===== config.mk =====
export PLATFORM = sky130hd
export DESIGN_NAME = y_writer
export DESIGN_NICKNAME = d
export VERILOG_FILES = /design/src/rtl/y_writer.sv
export SDC_FILE = /design/constraint.sdc
export NUM_CORES = 2
export LEC_CHECK = 0
export BUFFER_PORTS_ARGS = -buffer_cell sky130_fd_sc_hd__buf_2
export CAP_MARGIN = 10
export CORE_UTILIZATION = 60
export DETAILED_ROUTE_END_ITERATION = 8
export GPL_TIMING_DRIVEN = 0
export PLACE_DENSITY = 0.74
export SLEW_MARGIN = 20
export SYNTH_ARGS = -nofsm -noshare
export SYNTH_HDL_FRONTEND = slang
export SYNTH_SLANG_ARGS = --single-unit

===== constraint.sdc =====
create_clock -name clk -period 6.05 [get_ports clk]
set_clock_uncertainty 0.2 [all_clocks]
set_input_delay 0.3025 -clock clk [delete_from_list [all_inputs] [get_ports clk]]
set_output_delay 0.3025 -clock clk [all_outputs]
set_load 0.03 [all_outputs]

===== src/rtl/y_writer.sv =====
// y_writer: drains MAC row results, converts FloPoCo to IEEE-754
// double and writes them to consecutive 8-byte addresses.
module y_writer #(
  parameter int FIFO_DEPTH  = 32,
  parameter int ADDR_WIDTH  = 48,
  parameter int COUNT_WIDTH = 32
) (
  input  logic                   clk,
  input  logic                   rst,
  input  logic                   start,
  input  logic [ADDR_WIDTH-1:0]  y_base,
  input  logic [COUNT_WIDTH-1:0] row_count,
  input  logic                   push_to_y,
  input  logic [65:0]            v_to_y,
  output logic                   mem_req,
  output logic [ADDR_WIDTH-1:0]  mem_addr,
  output logic [63:0]            mem_data,
  input  logic                   mem_stall,
  output logic                   busy,
  output logic                   done,
  output logic                   overflow,
  output logic                   unexpected
);

  localparam int PW = $clog2(FIFO_DEPTH);
  localparam logic [PW:0] FULL_C = (PW+1)'(FIFO_DEPTH);

  typedef enum logic [1:0] {
    IDLE = 2'd0,
    RUN  = 2'd1,
    DONE = 2'd2
  } state_t;

  state_t                 state_q, state_d;
  logic [ADDR_WIDTH-1:0]  base_q, base_d;
  logic [COUNT_WIDTH-1:0] rows_q, rows_d;
  logic [COUNT_WIDTH-1:0] iss_q, iss_d;
  logic [COUNT_WIDTH-1:0] acc_q, acc_d;
  logic [PW-1:0]          wr_q, wr_d;
  logic [PW-1:0]          rd_q, rd_d;
  logic [PW:0]            cnt_q, cnt_d;
  logic                   req_q, req_d;
  logic [ADDR_WIDTH-1:0]  addr_q, addr_d;
  logic [63:0]            data_q, data_d;
  logic                   ovf_q, ovf_d;
  logic                   unx_q, unx_d;
  logic                   busy_q, busy_d;
  logic                   done_q, done_d;
  logic [63:0]            fifo_q [FIFO_DEPTH];

  logic [63:0] conv;
  logic [PW:0] occ;
  logic        accept;
  logic        load;
  logic        take;
  logic        fifo_we;

  // Exception code picks zero, normal, infinity or quiet-NaN encoding
  always_comb begin
    conv = 64'h7FF8_0000_0000_0000;
    unique case (v_to_y[65:64])
      2'b00:   conv = {v_to_y[63], 63'b0};
      2'b01:   conv = v_to_y[63:0];
      2'b10:   conv = {v_to_y[63], 11'h7FF, 52'b0};
      default: conv = 64'h7FF8_0000_0000_0000;
    endcase
  end

  // Buffer, output register, counters and state sequencing
  always_comb begin
    state_d = state_q;
    base_d  = base_q;
    rows_d  = rows_q;
    iss_d   = iss_q;
    acc_d   = acc_q;
    wr_d    = wr_q;
    rd_d    = rd_q;
    req_d   = req_q;
    addr_d  = addr_q;
    data_d  = data_q;
    ovf_d   = ovf_q;
    unx_d   = unx_q;

    // The output register counts as the head slot of the buffer
    accept  = req_q && !mem_stall;
    load    = (cnt_q != '0) && (!req_q || !mem_stall);
    occ     = cnt_q + (PW+1)'(req_q);
    take    = (state_q == RUN) && push_to_y && (acc_q != rows_q);
    fifo_we = take && ((occ != FULL_C) || accept);

    if (load) begin
      rd_d   = rd_q + PW'(1);
      req_d  = 1'b1;
      addr_d = base_q + (ADDR_WIDTH'(iss_q) << 3);
      data_d = fifo_q[rd_q];
      iss_d  = iss_q + COUNT_WIDTH'(1);
    end else if (accept) begin
      req_d = 1'b0;
    end

    if (take) acc_d = acc_q + COUNT_WIDTH'(1);
    if (fifo_we) wr_d = wr_q + PW'(1);
    cnt_d = cnt_q + (PW+1)'(fifo_we) - (PW+1)'(load);

    if (take && !fifo_we) ovf_d = 1'b1;
    if (push_to_y && !take) unx_d = 1'b1;

    unique case (state_q)
      IDLE, DONE: begin
        if (start) begin
          base_d  = y_base;
          rows_d  = row_count;
          iss_d   = '0;
          acc_d   = '0;
          wr_d    = '0;
          rd_d    = '0;
          cnt_d   = '0;
          req_d   = 1'b0;
          ovf_d   = 1'b0;
          unx_d   = 1'b0;
          state_d = (row_count == '0) ? DONE : RUN;
        end
      end
      RUN: begin
        if ((iss_d == rows_q) && !req_d) state_d = DONE;
      end
      default: state_d = IDLE;
    endcase

    busy_d = (state_d == RUN);
    done_d = (state_d == DONE);
  end

  // Result storage; contents are don't-care once pointers reset
  always_ff @(posedge clk) begin
    if (fifo_we) fifo_q[wr_q] <= conv;
  end

  // Control and output registers, cleared asynchronously
  always_ff @(posedge clk or negedge rst) begin
    if (!rst) begin
      state_q <= IDLE;
      base_q  <= '0;
      rows_q  <= '0;
      iss_q   <= '0;
      acc_q   <= '0;
      wr_q    <= '0;
      rd_q    <= '0;
      cnt_q   <= '0;
      req_q   <= 1'b0;
      addr_q  <= '0;
      data_q  <= '0;
      ovf_q   <= 1'b0;
      unx_q   <= 1'b0;
      busy_q  <= 1'b0;
      done_q  <= 1'b0;
    end else begin
      state_q <= state_d;
      base_q  <= base_d;
      rows_q  <= rows_d;
      iss_q   <= iss_d;
      acc_q   <= acc_d;
      wr_q    <= wr_d;
      rd_q    <= rd_d;
      cnt_q   <= cnt_d;
      req_q   <= req_d;
      addr_q  <= addr_d;
      data_q  <= data_d;
      ovf_q   <= ovf_d;
      unx_q   <= unx_d;
      busy_q  <= busy_d;
      done_q  <= done_d;
    end
  end

  assign mem_req    = req_q;
  assign mem_addr   = addr_q;
  assign mem_data   = data_q;
  assign busy       = busy_q;
  assign done       = done_q;
  assign overflow   = ovf_q;
  assign unexpected = unx_q;

endmodule


==> impl_metrics.py <==
metrics = {
    "sta": {
        "final_max_slew_viol_count": 0,
        "min_period_ns": 4.84,
        "fmax_ghz": 0.206,
        "setup_violations": 0,
        "fin_ws_ns": 1.21,
        "tightest_slew_ns": 1.22,
        "final.period_utilization_pct": 80.1,
        "hold_violations": 0,
        "max-slew-margin-rel_pct": 18.9,
        "rsz0062_at_grt": "false",
    },
    "placed_design": {
        "gp_congestion": 0.887,
        "preCtsSetupSlack_ns": 1.28,
        "hpwl_microns": 171000,
        "numPortBuffers": 267,
    },
    "grt": {
        "grt_pass1_wl_microns": 363000,
        "grt_overflow": 0,
        "first_global_vias": 53500,
        "grt_max_degree": 91,
        "antenna_found_initial": 15,
        "grt_use_total_pct": 32.4,
    },
    "synthesis": {
        "syn-instance-count": 5248,
        "synth_nets": 5453,
        "synth_flop_cell": "edfxtp_1",
        "syn-mean-instance-area_sq_um": 17.6,
        "synth_seq_cells": 2327,
        "async_reset_ff_share_pct": 12.0,
        "ys_warn_count": 0,
        "synth.area.top_cells": "edfxtp_1 (66%), dfrtp_1 (7.5%), mux4_2 (6.5%), mux2i_1 (5.4%), o221ai_1 (2.3%)",
        "ys_top_cells_by_count": "edfxtp_1 (2048), mux2i_1 (496), dfrtp_1 (279)",
        "synth_top_cell_area_share_pct": 66.4,
        "synth_area_leader_cell": "edfxtp_1",
        "synth.distinct_cells": 69,
        "synthMostInstantiatedCell": "edfxtp_1",
        "yosysSeqAreaShare_pct": 73.9,
        "synth_area_sq_mm": 0.0926,
        "synth_edf_count": 2048,
    },
    "setup_path": {
        "critical_path.max_fanout": 6,
        "worstPathArrival_ns": 5.35,
        "start_kind": "flip-flop",
        "setup.worst_path.end_class": "flip-flop",
        "worst-setup-path-type": "flip-flop to flip-flop",
        "worstPathRequired_ns": 6.56,
    },
    "cts": {
        "h-tree-depth": 4,
        "clock_latency_ns": 0.86,
        "max-clock-path-buffers": 3,
        "cts_buffers": 221,
        "cts_root_buffer": "clkbuf_16",
        "cts_tree": "built",
        "clkTransAtPathRegs_ns": 0.06,
        "cts_resized": 0,
        "clkSinkCount": 2327,
    },
    "drt": {
        "via_per_inst": 6.60,
        "vias": 54100,
        "totalWireLength_microns": 253000,
        "drt_iter0_drc": 7039,
        "drt_pre_antenna_iters": 9,
        "remaining_drc_errors": 0,
        "drtAntennaViolNets": 0,
        "wire_per_inst_microns": 30.9,
    },
    "cells_and_area": {
        "finalNetCount": 6172,
        "area_growth_pct": 16.5,
        "drive_gt1_share_pct": 19.0,
        "final_util_pct": 70.7,
    },
    "power_and_ir_drop": {
        "power_leakage_nw": 37.3,
        "irDropWorstVdd_mv": 0.365,
        "fin_total_pwr_mw": 48.5,
        "power_density_mw_per_mm2": 449,
    },
    "status": {
        "status": "finished clean",
    },
    "die": {
        "rows": 143,
        "die-area_sq_mm": 0.156,
        "start_util_pct": 60.7,
        "die_y_microns": 395,
        "core-area_sq_mm": 0.153,
        "io_pins": 268,
        "dieWidth_microns": 395,
    },
    "min_path": {
        "hold_class": "input pin to flip-flop",
    },
    "job": {
        "cap_violations": 0,
    },
}
==> layout by cell type, fill, tap and decap left out, types with 31 or more instances in the layout <==
master / instances
mux2_2: 81
buf_1: 60
mux2i_1: 496
o21ai_0: 130
a21oi_1: 226
ha_1: 52
buf_16: 46
buf_12: 68
xnor2_1: 105
clkbuf_1: 268
xor2_1: 66
o22ai_1: 126
dlygate4sd3_1: 106
nand2_1: 200
dfrtp_1: 279
nor2_4: 31
and2_1: 42
nor3_1: 76
o221ai_1: 247
inv_1: 33
edfxtp_1: 2048
nor2_1: 180
nand3_1: 32
clkinv_2: 35
clkbuf_16: 225
buf_2: 278
mux4_2: 269
==> routing by layer <==
layer	routed length, microns	vias to the layer above	share of wire (%)	global-route usage, %
met2	122000	3394	48	52.2
met1	92600	27500	37	42.8
met4	13000	8	5.1	15.3
met5	53	-	0.021	0
li1	-	22600	-	-
met3	26000	703	10	6.56
==> layout make-up <==
cell class / instances / area [sq um]
clock buffer: 338 / 6350
multi-input combinational: 2597 / 23200
buffer: 287 / 1130
fill: 9222 / 44800
inverter: 37 / 141
clock inverter: 79 / 865
antenna: 13 / 32.5
timing repair buffer: 496 / 5160
tap: 2030 / 2540
sequential: 2327 / 68500
==> power by group <==
group	internal (mW)	switching [mW]	total [mW]	leakage, nW
logic	5.55	9.69	15.2	11.5
clock network	7.76	5.93	13.7	3.52
registers	18.7	0.787	19.5	22.2
total	32.1	16.4	48.5	37.3
==> through the flow <==
step           hold slack [ns]  setup TNS, ns  instances  instance area, sq um
5_1_grt                0.00915              0       8191                108000
3_5_place_dp            0.0647              0       7662                 99400
4_1_cts                0.00362              0       8169                108000
2_1_floorplan           -0.193              0       5248                 92600
6_report               0.00129              0       8204                108000
3_3_place_gp             0.251       -6542.56       7545                 96500
==> kinds of logic after synthesis <==
group | count (synthesis) | synth area share, %
flops | 2327 | 73.9
mux | 846 | 12.9
compound gates | 833 | 5.97
simple gates | 693 | 3.51
buf+inv | 324 | 1.33
xor+xnor | 171 | 1.62
fa+ha+maj | 54 | 0.746
==> flip-flops by register name, summed over array words and instances (netlist names) <==
register and flops:
fifo_q 2048, mem_data 64, base_q 48, mem_addr 48, acc_q 32, iss_q 32, rows_q 32, cnt_q 6
rd_q 5, wr_q 5, state_q 2, busy 1, done 1, mem_req 1, overflow 1, unexpected 1
==> final timing paths <==
kind | from | to | slack [ns] | cells after the start
min | v_to_y[51] | fifo_q[19][51] | 0.001 | 2
min in group asynchronous | rst | base_q[31] | 0.41 | 4
max | cnt_q[2] | done | 1.21 | 11
max reg2reg | cnt_q[2] | done | 1.21 | 11
max in group asynchronous | rst | mem_data[35] | 4.37 | 5
min reg2reg | mem_data[63] | mem_data[63] | 0.27 | 2
==> repair_timing <==
action,4_1_cts,5_1_grt
endpoints found under the hold margin,313,344
setup buffers,0,0
hold buffers,90,17
==> worst max-delay path: stages, from the launching register on <==
cell and delay [ns]:
dfrtp_1 0.44, inv_1 0.09, ha_1 0.22, and4bb_1 0.25
nor4b_1 0.92, nand2b_1 0.39, nor2_1 0.43, o311ai_0 0.19
a2111oi_0 0.58, nand4_1 0.17, or4_4 0.60, o31ai_1 0.24
Power figures use the tool's default switching activity.
